==> src/rtl/serial_twos_complement_if.sv <==
// Handshake bundle for the bit-serial two's-complement unit: operand side in, result side out.
interface serial_twos_complement_if #(
  parameter int WIDTH = 8
);
  logic             in_valid;
  logic             in_ready;
  logic [WIDTH-1:0] in_data;
  logic [1:0]       in_mode;
  logic             out_valid;
  logic             out_ready;
  logic [WIDTH-1:0] out_data;
  logic             out_ovf;
  logic             busy;

  modport master (
    output in_valid, in_data, in_mode, out_ready,
    input  in_ready, out_valid, out_data, out_ovf, busy
  );

  modport slave (
    input  in_valid, in_data, in_mode, out_ready,
    output in_ready, out_valid, out_data, out_ovf, busy
  );
endinterface

==> src/rtl/serial_twos_complement.sv <==
// Bit-serial pass / negate / abs / sign-magnitude converter, LSB first, one bit per clock.
// Result is -operand mod 2^WIDTH via copy-through-first-one, invert-after.
module serial_twos_complement #(
  parameter int WIDTH = 8
) (
  input  logic                    clk,
  input  logic                    rst_n,
  serial_twos_complement_if.slave bus
);
  localparam int CW = $clog2(WIDTH);

  typedef enum logic [1:0] {IDLE, BUSY, DONE} state_t;

  state_t           state;
  state_t           state_next;
  logic [CW-1:0]    cnt;
  logic             seen_one;
  logic             neg;
  logic             ovf_r;
  logic [WIDTH-1:0] work;
  logic [WIDTH-1:0] out_data_r;
  logic [WIDTH-1:0] operand_in;
  logic             neg_in;
  logic             bit_in;
  logic             bit_out;
  logic             last_bit;

  always_comb begin
    operand_in = bus.in_data;
    neg_in     = 1'b0;
    case (bus.in_mode)
      2'b00:   neg_in = 1'b0;
      2'b01:   neg_in = 1'b1;
      2'b10:   neg_in = bus.in_data[WIDTH-1];
      default: begin
        neg_in                = bus.in_data[WIDTH-1];
        operand_in[WIDTH-1]   = 1'b0;
      end
    endcase
  end

  // work shifts right; processed bits enter at the top, so after WIDTH shifts it holds the result
  always_comb begin
    bit_in   = work[0];
    bit_out  = (neg && seen_one) ? ~bit_in : bit_in;
    last_bit = (cnt == CW'(WIDTH - 1));
  end

  always_ff @(posedge clk or negedge rst_n) begin
    if (!rst_n) begin
      state <= IDLE;
    end else begin
      state <= state_next;
    end
  end

  always_comb begin
    state_next = state;
    case (state)
      IDLE:    if (bus.in_valid)  state_next = BUSY;
      BUSY:    if (last_bit)      state_next = DONE;
      DONE:    if (bus.out_ready) state_next = IDLE;
      default: state_next = IDLE;
    endcase
  end

  always_ff @(posedge clk or negedge rst_n) begin
    if (!rst_n) begin
      cnt        <= '0;
      seen_one   <= 1'b0;
      neg        <= 1'b0;
      work       <= '0;
      out_data_r <= '0;
      ovf_r      <= 1'b0;
    end else if (state == IDLE && bus.in_valid) begin
      work     <= operand_in;
      neg      <= neg_in;
      cnt      <= '0;
      seen_one <= 1'b0;
    end else if (state == BUSY) begin
      work     <= {bit_out, work[WIDTH-1:1]};
      seen_one <= seen_one | bit_in;
      cnt      <= cnt + CW'(1);
      // Overflow only when negating MIN: no one below the MSB, and the MSB itself is one
      if (last_bit) begin
        out_data_r <= {bit_out, work[WIDTH-1:1]};
        ovf_r      <= neg & ~seen_one & bit_in;
      end
    end
  end

  assign bus.in_ready  = (state == IDLE);
  assign bus.out_valid = (state == DONE);
  assign bus.busy      = (state != IDLE);
  assign bus.out_data  = out_data_r;
  assign bus.out_ovf   = ovf_r;
endmodule

==> src/flat_wrapper.sv <==
// flat-port wrapper written by rule: the top's interface ports become plain ports
module serial_twos_complement_flat 
#(
  parameter int WIDTH = 8
)
  (clk, rst_n, bus_in_valid, bus_in_data, bus_in_mode, bus_out_ready, bus_in_ready, bus_out_valid, bus_out_data, bus_out_ovf, bus_busy);
  serial_twos_complement_if #(.WIDTH(WIDTH)) bus_i ();
  input  logic clk;
  input  logic rst_n;
  input wire logic [$bits(bus_i.in_valid)-1:0] bus_in_valid;
  input wire logic [$bits(bus_i.in_data)-1:0] bus_in_data;
  input wire logic [$bits(bus_i.in_mode)-1:0] bus_in_mode;
  input wire logic [$bits(bus_i.out_ready)-1:0] bus_out_ready;
  output wire logic [$bits(bus_i.in_ready)-1:0] bus_in_ready;
  output wire logic [$bits(bus_i.out_valid)-1:0] bus_out_valid;
  output wire logic [$bits(bus_i.out_data)-1:0] bus_out_data;
  output wire logic [$bits(bus_i.out_ovf)-1:0] bus_out_ovf;
  output wire logic [$bits(bus_i.busy)-1:0] bus_busy;
  assign bus_i.in_valid = bus_in_valid;
  assign bus_i.in_data = bus_in_data;
  assign bus_i.in_mode = bus_in_mode;
  assign bus_i.out_ready = bus_out_ready;
  assign bus_in_ready = bus_i.in_ready;
  assign bus_out_valid = bus_i.out_valid;
  assign bus_out_data = bus_i.out_data;
  assign bus_out_ovf = bus_i.out_ovf;
  assign bus_busy = bus_i.busy;
  serial_twos_complement #(.WIDTH(WIDTH)) u_core (.clk(clk), .rst_n(rst_n), .bus(bus_i));
endmodule
==> config.mk <==
export PLATFORM = sky130hd
export DESIGN_NAME = serial_twos_complement_flat
export DESIGN_NICKNAME = d
export VERILOG_FILES = /design/src/rtl/serial_twos_complement_if.sv /design/src/rtl/serial_twos_complement.sv /design/src/flat_wrapper.sv
export SDC_FILE = /design/constraint.sdc
export NUM_CORES = 1
export LEC_CHECK = 0
export ABC_AREA = 1
export ABC_CLOCK_PERIOD_IN_PS = 1740
export CORE_AREA = 4 4 52 54
export CTS_BUF_LIST = sky130_fd_sc_hd__clkbuf_8
export CTS_CLUSTER_SIZE = 10
export DETAILED_ROUTE_END_ITERATION = 10
export DIE_AREA = 0 0 56 58
export PLACE_DENSITY = 0.83
export SYNTH_ARGS = -nofsm -noshare
export SYNTH_HDL_FRONTEND = slang
export SYNTH_SLANG_ARGS = --single-unit
==> constraint.sdc <==
create_clock -name clk -period 1.74 [get_ports clk]
set_clock_uncertainty 0.1 [all_clocks]
set_input_delay 0.348 -clock clk [delete_from_list [all_inputs] [get_ports clk]]
set_output_delay 0.348 -clock clk [all_outputs]
set_load 0.01 [all_outputs]
==> flow_metrics.py <==
metrics = {
    "synthesis": {
        "synth_warnings": 0,
        "ys_seq_area_share_pct": 56.6,
        "synth_nets": 144,
        "ys_seq_elements": 24,
        "syn_area_per_cell_um2": 8.29,
        "syn-cell-area_um2": 1060,
        "synthCells": 128,
        "ys_types": 16,
    },
    "route": {
        "drtIter0Drc": 31,
        "post_drt_wl_per_cell_um": 12.3,
        "postRouteAntennaNets": 0,
        "route.detailed.drc": 0,
        "vias": 957,
        "viasPerCell": 5.09,
        "drtPass1Iterations": 4,
        "finalWirelength_um": 2310,
    },
    "setup_path": {
        "start_kind": "flop",
        "endpoint_kind": "primary output",
        "path_buf_inv": 3,
        "crit_chain": "buf_4 -> nor2_4 -> inv_1 -> dlygate4sd2_1",
        "worst-path-stages": 4,
        "critical_path.top_delay_family": "buffers and inverters",
        "ff2ff_path_depth": 6,
        "crit_type": "flop to primary output",
        "worstPathMaxFanout": 4,
        "cp.required_ns": 1.29,
        "cpMaxStageDelayCell": "dfrtp_1",
        "critical_path.max_stage_delay_ns": 0.39,
        "arrival_ns": 1.22,
    },
    "outcome": {
        "status": "finished, final reports clean",
    },
    "clock_network": {
        "cts.path.max_buffers": 2,
        "cts-htree-levels": 1,
        "numCtsBuffers": 3,
        "clock_sinks": 24,
        "clk_latency_ns": 0.26,
        "clk_pin_slew_ns": 0.08,
        "clockRootBuffer": "clkbuf_8",
        "cts_tree": "done",
    },
    "timing": {
        "fin_crit_ns": 1.67,
        "hold_ws_ns": 0.337,
        "finalWorstSetupSlack_ns": 0.0685,
        "fin_setup_tns_ns": 0,
        "hold_violations": 0,
        "setup_viol": 0,
        "rsz0062_at_grt": "no",
        "worst_pin_slew_ns": 0.307,
        "fmax_mhz": 598,
        "fin_crit_sh_pct": 96.1,
        "drv_slew": 0,
        "max-slew-margin-rel_pct": 79.6,
    },
    "die": {
        "die_w_um": 56,
        "ioPinCount": 26,
        "die_area_um2": 3250,
        "rows": 17,
        "die_y_um": 58,
        "start_util_pct": 48.0,
        "core_region_area_um2": 2210,
    },
    "global_route": {
        "grt_pass1_vias": 997,
        "antenna_found_initial": 0,
        "grt_max_degree": 25,
        "grt_pass1_wl_um": 4080,
        "grt_usage_pct": 15.7,
        "grt_overflow_total": 0,
    },
    "placed_design": {
        "pre_cts_slack_ns": 0.108,
        "dp.cells": 181,
        "dpl_cell_area_um2": 1350,
        "gp_congestion": 0.801,
        "numPortBuffers": 25,
        "hpwl_um": 1730,
    },
    "power_and_ir_drop": {
        "power.total_mw": 2.28,
        "ir_drop_mv": 1.03,
        "p_leak_nw": 0.733,
        "clkPwrFrac_pct": 14.1,
        "p_per_area_nw_per_um2": 1600,
        "power.switching_mw": 0.842,
        "combPwrFrac_pct": 42.5,
        "p_int_mw": 1.43,
        "switching_share_pct": 37.0,
        "p_seq_share_pct": 43.4,
    },
    "worst_hold_path": {
        "min_path_type": "primary input to asynchronous set/reset pin",
    },
    "final_layout": {
        "diodes": 0,
        "syn_to_final_growth_pct": 33.7,
        "final_cell_mix": "66 x nand2_1, 23 x dfrtp_1, 22 x clkdlybuf4s50_1",
        "fin_util_pct": 64.1,
        "drive_gt1_share_pct": 11.9,
        "final_common_cell": "nand2_1",
        "fin_area_um2": 1420,
        "final_cells": 188,
        "final_nets": 178,
    },
    "flow_run": {
        "drv_cap": 0,
    },
}
logic make-up (layout without fill, tap and decap cells):
group	count (synthesis)	after routing	synth area share, %
compound gates	8	8	4.72
simple gates	82	82	30.9
buf+inv	12	44	5.42
fa+ha+maj	2	2	2.36
flops	24	24	56.6
worst reg2reg max path, cell delays in order (launching register included):
cell,delay (ns)
dfrtp_1,0.40
ha_1,0.21
ha_1,0.20
nand2_2,0.24
inv_2,0.13
nand2_1,0.08
nand2_1,0.04
power groups by stage:
stage	sequential (mW)	clock, mW	combinational [mW]
6_report	0.987	0.320	0.969
3_5_place_dp	0.995	0	0.940
5_1_grt	1.02	0.341	1.10
3_3_place_gp	0.976	0	0.899
4_1_cts	0.980	0.326	0.982
2_1_floorplan	0.999	0	0.524
worst paths after layout:
kind	from	end	slack, ns
worst max register to register	u_core.cnt[0]	u_core.bus.out_data[7]	0.24
max in group asynchronous	rst_n	u_core.state[0]	0.95
worst min register to register	u_core.bus.out_data[5]	u_core.bus.out_data[5]	0.38
min in group clk	u_core.bus.out_data[5]	u_core.bus.out_data[5]	0.38
worst max-delay path	u_core.state[1]	bus_busy	0.07
worst min-delay path	rst_n	u_core.work[5]	0.34
flip-flops by register name, summed over array words and instances (netlist names):
| name | cells |
|---|---|
| u_core.bus.out_data | 8 |
| u_core.bus.out_ovf | 1 |
| u_core.cnt | 3 |
| u_core.neg | 1 |
| u_core.seen_one | 1 |
| u_core.state | 2 |
| u_core.work | 8 |
what timing repair did:
action,4_1_cts,5_1_grt
resized for setup,5,0
buffers inserted,4,0
setup endpoints to repair,3,0
hold buffers,0,0
synth_stat cells, drive strengths merged:
cell type | n | area share, %
nor2 | 5 | 2.2
inv | 9 | 3.2
o31ai | 1 | 0.71
nand3 | 10 | 4.7
ha | 2 | 2.4
buf | 3 | 2.2
nand2 | 67 | 24
dfrtp | 24 | 57
o21ai | 7 | 4.0
per-layer routing:
metal  part of all wire (%)  vias up  track usage, %
li1                       -      459               -
met5                      0        -               0
met1                     40      457            17.2
met2                     53       35            29.5
met3                    5.0        6            2.90
met4                    1.7        0            6.44
layout make-up:
cell class	instances	area [µm²]
multi-input combinational	92	408
sequential	24	602
tap	28	35.0
clock buffer	3	41.3
timing repair buffer	32	299
inverter	9	33.8
fill	191	793
No activity file was read; power rests on OpenSTA's default activity.
